--- src/rtl/nios2_oci_trace_capture.sv ---
// Capture FIFO for Nios II OCI data-capture-trace words with drop-new or overwrite-oldest
// full handling, followed by a host drain phase and a terminal DONE state.
module nios2_oci_trace_capture #(
  parameter int DATA_W    = 30,
  parameter int CNT_W     = 4,
  parameter int DEPTH     = 16,
  parameter int WRAP_MODE = 0,
  parameter int DROP_W    = 16
) (
  input  logic                        clk,
  input  logic                        reset_n,
  input  logic [DATA_W-1:0]           dct_buffer,
  input  logic [CNT_W-1:0]            dct_count,
  input  logic                        dct_valid,
  input  logic                        test_ending,
  input  logic                        test_has_ended,
  input  logic                        rd_req,
  output logic [CNT_W+DATA_W-1:0]     rd_data,
  output logic                        rd_valid,
  output logic [$clog2(DEPTH+1)-1:0]  level,
  output logic                        overflow,
  output logic [DROP_W-1:0]           drop_count,
  output logic                        capturing,
  output logic                        done
);

  localparam int  PTR_W = $clog2(DEPTH);
  localparam int  LVL_W = $clog2(DEPTH+1);
  localparam int  ENT_W = CNT_W + DATA_W;
  localparam bit  WRAP  = (WRAP_MODE != 0);

  typedef enum logic [1:0] {
    ST_CAPTURE = 2'd0,
    ST_DRAIN   = 2'd1,
    ST_DONE    = 2'd2
  } state_t;

  state_t              r_state;
  state_t              w_state_nxt;
  logic [ENT_W-1:0]    r_mem [DEPTH];
  logic [PTR_W-1:0]    r_wptr;
  logic [PTR_W-1:0]    r_rptr;
  logic [LVL_W-1:0]    r_level;
  logic                r_ended;
  logic                r_overflow;
  logic [DROP_W-1:0]   r_drop;
  logic [ENT_W-1:0]    r_rd_data;
  logic                r_rd_valid;

  logic w_full;
  logic w_wr_en;
  logic w_rd_en;
  logic w_store;
  logic w_pop;
  logic w_drop;

  assign w_full  = (r_level == LVL_W'(DEPTH));
  assign w_wr_en = (r_state == ST_CAPTURE) && dct_valid && (dct_count != '0);
  assign w_rd_en = (r_state != ST_DONE) && rd_req && (r_level != '0);
  // A write into a full FIFO counts as a loss unless a pop frees the slot this cycle;
  // in wrap mode the loss is the oldest entry, so the read pointer moves with the write.
  assign w_drop  = w_wr_en && w_full && !w_rd_en;
  assign w_store = w_wr_en && (!w_drop || WRAP);
  assign w_pop   = w_rd_en || (w_drop && WRAP);

  always_comb begin
    w_state_nxt = r_state;
    case (r_state)
      ST_CAPTURE: if (test_ending || test_has_ended) w_state_nxt = ST_DRAIN;
      ST_DRAIN:   if ((r_level == '0) && (r_ended || test_has_ended)) w_state_nxt = ST_DONE;
      ST_DONE:    w_state_nxt = ST_DONE;
      default:    w_state_nxt = ST_CAPTURE;
    endcase
  end

  always_ff @(posedge clk) begin
    if (w_store) r_mem[r_wptr] <= {dct_count, dct_buffer};
  end

  always_ff @(posedge clk or negedge reset_n) begin
    if (!reset_n) begin
      r_state    <= ST_CAPTURE;
      r_wptr     <= '0;
      r_rptr     <= '0;
      r_level    <= '0;
      r_ended    <= 1'b0;
      r_overflow <= 1'b0;
      r_drop     <= '0;
      r_rd_data  <= '0;
      r_rd_valid <= 1'b0;
    end else begin
      r_state    <= w_state_nxt;
      r_ended    <= r_ended | test_has_ended;
      r_rd_valid <= w_rd_en;
      if (w_rd_en) r_rd_data <= r_mem[r_rptr];
      if (w_store) r_wptr <= r_wptr + 1'b1;
      if (w_pop)   r_rptr <= r_rptr + 1'b1;
      if (w_store && !w_pop)      r_level <= r_level + 1'b1;
      else if (w_pop && !w_store) r_level <= r_level - 1'b1;
      if (w_drop) begin
        r_overflow <= 1'b1;
        if (r_drop != '1) r_drop <= r_drop + 1'b1;
      end
    end
  end

  assign rd_data    = r_rd_data;
  assign rd_valid   = r_rd_valid;
  assign level      = r_level;
  assign overflow   = r_overflow;
  assign drop_count = r_drop;
  assign capturing  = (r_state == ST_CAPTURE);
  assign done       = (r_state == ST_DONE);

endmodule

--- config.mk ---
export PLATFORM = sky130hd
export DESIGN_NAME = nios2_oci_trace_capture
export DESIGN_NICKNAME = d
export VERILOG_FILES = /design/src/rtl/nios2_oci_trace_capture.sv
export SDC_FILE = /design/constraint.sdc
export NUM_CORES = 1
export LEC_CHECK = 0
export ABC_AREA = 1
export BUFFER_PORTS_ARGS = -buffer_cell sky130_fd_sc_hd__buf_4
export CORE_ASPECT_RATIO = 0.7
export CORE_MARGIN = 2
export CORE_UTILIZATION = 46
export CTS_BUF_LIST = sky130_fd_sc_hd__clkbuf_4 sky130_fd_sc_hd__clkbuf_8 sky130_fd_sc_hd__clkbuf_16
export DETAILED_ROUTE_END_ITERATION = 7
export PLACE_DENSITY = 0.61
export SYNTH_ARGS = -nofsm -noshare
export SYNTH_HDL_FRONTEND = slang
export SYNTH_SLANG_ARGS = --single-unit
--- constraint.sdc ---
create_clock -name clk -period 8.8 [get_ports clk]
set_input_delay 1.76 -clock clk [delete_from_list [all_inputs] [get_ports clk]]
set_output_delay 1.76 -clock clk [all_outputs]
set_load 0.005 [all_outputs]
Word-level counts from Yosys, hierarchy flattened
Memory sizes are Yosys's and may differ from the RTL's. A register that Yosys moved wholly into a read port is not among the register bits.
Cells that the tools add are included.
{ "totals": {"register_bits": 34, "ramBits": 544, "inputBits": 40, "out_inout_bits": 59, "wordCells": 52, "mem_count": 1} }
{ "op_classes": {"addsub": 5, "n_eq_ne": 7, "n_mux": 7, "n_bitwise": 1, "reduce_logical": 23} }
{ "mem_list": {"columns": ["name", "depth", "word_bits", "rd", "rd_clocked_by_memory_dff", "write_ports", "line", "text"], "rows": [
  ["r_mem", 16, 34, 1, 1, 1, "40", "logic [ENT_W-1:0] r_mem [DEPTH];"]
]} }
{ "ops": {"columns": ["operator", "count"], "rows": [
  ["$add 16x1->16 const B", 1],
  ["$ne 16x16->1 const B", 1],
  ["$logic_and 1x1->1", 10],
  ["$mux 5", 2],
  ["$add 4x1->4 const B", 2],
  ["$pmux 2 s3", 1],
  ["$add 5x1->5 const B", 1],
  ["$eq 5x5->1 const B", 1],
  ["$logic_not 5->1", 1],
  ["$reduce_bool 5->1", 1],
  ["$sub 5x1->5 const B", 1],
  ["$logic_not 1->1", 4],
  ["$mux 2", 2],
  ["$ne 2x2->1 const B", 2],
  ["$reduce_and 2->1", 2],
  ["$reduce_bool 4->1", 1],
  ["$eq 2x1->1 const B", 1],
  ["$eq 2x2->1 const B", 1],
  ["$logic_not 2->1", 1],
  ["$logic_or 1x1->1", 2],
  ["$mux 1", 2],
  ["$ne 2x1->1 const B", 1],
  ["$reduce_bool 2->1", 1],
  ["$or 1x1->1", 1]
]} }

Longest topological paths before layout
{ "depth": {"word_depth": 11, "depth_mapped": 15, "mapped_depth_nobuf": 14} }

Worst setup path before layout
OpenSTA, ideal clock, no wires.
{ "synth_path": {"kind": "input-to-reg", "from": "input port dct_count[3]", "to": "memory r_mem[0][0] (netlist bit) (enable)", "setup_time_ns": 0.425, "t_arrival_ns": 3.804, "path_slack_ns": 4.571, "path_stages": 7, "path_buffers": 1, "path_cell_list": "nor2_1 nand2_1 nand3_1 nor2_1 buf_2 nand2_1 nor2_1"} }
{ "synth_via": {"elab_chain_len": 8} }
{ "synth_rtl": {"columns": ["element", "line", "text"], "rows": [
  ["start: declaration", "13", "input logic [CNT_W-1:0] dct_count,"],
  ["$reduce_bool 4->1 (*)", "58", "assign w_wr_en = (r_state == ST_CAPTURE) && dct_valid && (dct_count != '0);"],
  ["$logic_and 1x1->1 (*)", "58", null],
  ["$logic_and 1x1->1 (2 in series)", "62", "assign w_drop = w_wr_en && w_full && !w_rd_en;"],
  ["$logic_not 1->1", "63", "assign w_store = w_wr_en && (!w_drop || WRAP);"],
  ["$logic_and 1x1->1 (*)", "63", null],
  ["named net w_store", "53", "logic w_store;"],
  ["$mux 1 (*)", "77", "if (w_store) r_mem[r_wptr] <= {dct_count, dct_buffer};"],
  ["$mux 1 (implied by the code) (*)", "77", null],
  ["end: declaration", "40", null]
]} }
Mark *: on every way through the listed nets, which the timed path passes. The rest lies on a longest branch.

Worst setup path in the final report
{ "layout_path": {"from": "input port dct_count[3]", "to": "memory r_mem[0][4] (netlist bit) (enable)"} }
{ "layout_via": {"elab_chain_len": 8} }
{ "layout_rtl": {"columns": ["element", "line"], "rows": [
  ["$reduce_bool 4->1 (*)", "58"],
  ["$logic_and 1x1->1 (*)", "58"],
  ["$logic_and 1x1->1 (2 in series)", "62"],
  ["$logic_not 1->1", "63"],
  ["$logic_and 1x1->1 (*)", "63"],
  ["$mux 1 (*)", "77"],
  ["$mux 1 (implied by the code) (*)", "77"]
]} }
Mark *: on every way between the ends. The rest lies on a longest branch, timed or not.

==> out/metrics.yaml <==
fmax_ghz: 0.231
drt_pass1_iterations: 5
die_w_um: 283
yosysUniqueCellTypes: 31
startpoint_type: "input pin"
avgSynthCellArea_um2: 11.4
postCtsSetupRepairBufs: 0
fin_area_um2: 28100
dp_slack_ns: 3.77
synth_edf_count: 544
syn_inst: 2202
power_frac_clock_pct: 27.4
rows: 71
maxSlewHeadroom_pct: 16.4
clock_sinks: 612
place_area_um2: 26300
overflow: 0
layout_commonest_cell: "nand2_1"
multi_input_area_um2: 6390
drtIter0Drc: 2145
fin_ws_ns: 4.47
netSwitchingFraction_pct: 37.6
wl_mm: 67.1
hp-class: "reg -> reg"
fillers: 4611
die_area_um2: 56300
via_count: 16500
period_share_pct: 49.2
max_cap_violations: 0
setup_violations: 0
synth_area_um2: 25000
h-tree-depth: 2
regArea_um2: 18000
place_congestion: 0.843
ys_ff_latch: 612
post_drt_wl_per_cell_um: 22.2
synth_ff_type: "edfxtp_1"
ys_async_sr_fraction_pct: 11.1
status: "finished, final reports clean"
clkTransAtPathRegs_ns: 0.06
hold_buffers: 0
intPower_mw: 5.64
cts_max_path_buffers: 3
drive_gt1_share_pct: 10.6
tightest_slew_ns: 1.25
power_density_nw_per_um2: 321
path_class: "in -> reg"
crit_fanout: 34
die_h_um: 199
clockRootBuffer: "clkbuf_16"
ys_seq_area_share_pct: 72.1
postCtsResizedCells: 0
core_um2: 53700
layout_common_cells: "nand2_1, edfxtp_1, nand3_1"
io_pins: 99
setup_tns_ns: 0
final_nets: 2300
combPwrFrac_pct: 32.5
post_drt_via_cell_ratio: 5.46
cp-end-kind: "flip-flop"
cts_tree: "done"
rsz0062_at_grt: "false"
peakVddDrop_uv: 404
syn_to_final_growth_pct: 12.5
grt_max_degree: 217
n_antenna_cell: 0
p_sw_mw: 3.40
final_cells: 3020
place_inst: 2915
p_seq_share_pct: 40.0
ant_nets: 0
dp_hpwl_mm: 39.2
antenna_found_initial: 2
cts_buffers: 58
p_leak_nw: 10.8
initial_core_util_pct: 46.6
fin_util_pct: 52.4
syn_nets: 2257
hold_viol: 0
cp.arrival_ns: 4.56
drv_slew: 0
grt_pass1_vias: 15300
grt_pass1_wl_mm: 98.9
insertion_delay_ns: 0.63
grtUsageTotal_pct: 24.0
crit_required_ns: 9.03
fin_skew_ns: 0.0231
final.min_clock_period_ns: 4.33
port_buffers: 98
remaining_drc_errors: 0
yosysWarnings: 0
==> cells by family (layout without fill, tap and decap cells) <==
| family | Yosys count | after routing | synth area share (%) |
|---|---|---|---|
| adders and majority gates | 15 | 15 | 0.780 |
| and+or+nand+nor | 1390 | 1390 | 23.3 |
| AOI/OAI and AO/OA | 11 | 11 | 0.250 |
| xor gates and xnor gates | 19 | 19 | 0.665 |
| buffers and inverters | 155 | 243 | 2.89 |
| DFF | 612 | 612 | 72.1 |
==> worst paths after layout <==
path,from,cells after the start,slack [ns],to
min in group asynchronous,reset_n,1,1.31,drop_count[11]$_DFFE_PN0P_
min,r_ended$_DFF_PN0_,2,0.44,r_ended$_DFF_PN0_
max,dct_count[3],7,4.47,r_mem[0][4]$_DFFE_PP_
max reg2reg,r_rptr[0]$_DFFE_PN0P_,10,5.22,rd_data[23]$_DFFE_PN0P_
min reg2reg,r_ended$_DFF_PN0_,2,0.44,r_ended$_DFF_PN0_
max in group asynchronous,reset_n,1,6.73,r_rptr[1]$_DFFE_PN0P_
==> worst max-delay path, stage by stage <==
cell	delay, ns
buf_4	0.25
nor2_1	0.10
nand2_1	0.12
nand3_1	0.11
nor2_1	0.66
nand2_1	0.45
nor2_4	1.03
==> sequential cells by signal, summed over array words and instances (netlist names) <==
register and flops:
drop_count 16, level 5, overflow 1, r_ended 1, r_mem 544, r_rptr 4, r_state 2, r_wptr 4
rd_data 34, rd_valid 1
==> power by group through the flow <==
stage	clock network, mW	registers, mW	logic [mW]
5_1_grt	2.61	3.65	3.25
3_5_place_dp	0	3.68	2.93
2_1_floorplan	0	3.54	1.94
3_3_place_gp	0	3.68	2.89
4_1_cts	2.50	3.62	2.94
6_report	2.48	3.62	2.94
==> cell usage after synthesis (4+ instances only) <==
cell type	number	area, µm²
dfrtp_1	68	1700
buf_2	91	455
clkbuf_1	19	71.3
ha_1	14	175
nand2_2	11	68.8
o21ai_0	6	30.0
nand4_1	6	37.5
buf_1	10	37.5
inv_2	4	15.0
xor2_1	14	123
inv_1	27	101
nand3_1	422	2110
xnor2_1	5	43.8
nor2_1	35	131
nand2_1	905	3400
nor3_1	4	20.0
edfxtp_1	544	16300
==> final cells by class <==
cell class	count	share of cell area (%)
clock buffer	77	5.77
clock inverter	28	0.805
inverter	32	0.485
multi-input combinational	1435	22.7
sequential	612	64.1
tap	730	3.25
timing repair buffer	106	2.87
==> through the flow <==
| step | power, mW | hold WS, ns |
|---|---|---|
| 6_report | 9.05 | 0.442 |
| 5_1_grt | 9.51 | 0.465 |
| 3_3_place_gp | 6.57 | 0.432 |
| 4_1_cts | 9.07 | 0.444 |
| 2_1_floorplan | 5.48 | 0.408 |
| 3_5_place_dp | 6.61 | 0.427 |
==> routing by layer <==
| metal | vias to the layer above | routed length, µm | global-route usage (%) |
|---|---|---|---|
| li1 | 7634 | - | - |
| met1 | 8084 | 31300 | 38.5 |
| met2 | 675 | 28400 | 33.9 |
| met3 | 100 | 6070 | 3.91 |
| met4 | 0 | 1350 | 5.70 |
| met5 | - | 0 | 0 |
(Power assumes the default switching activity.)
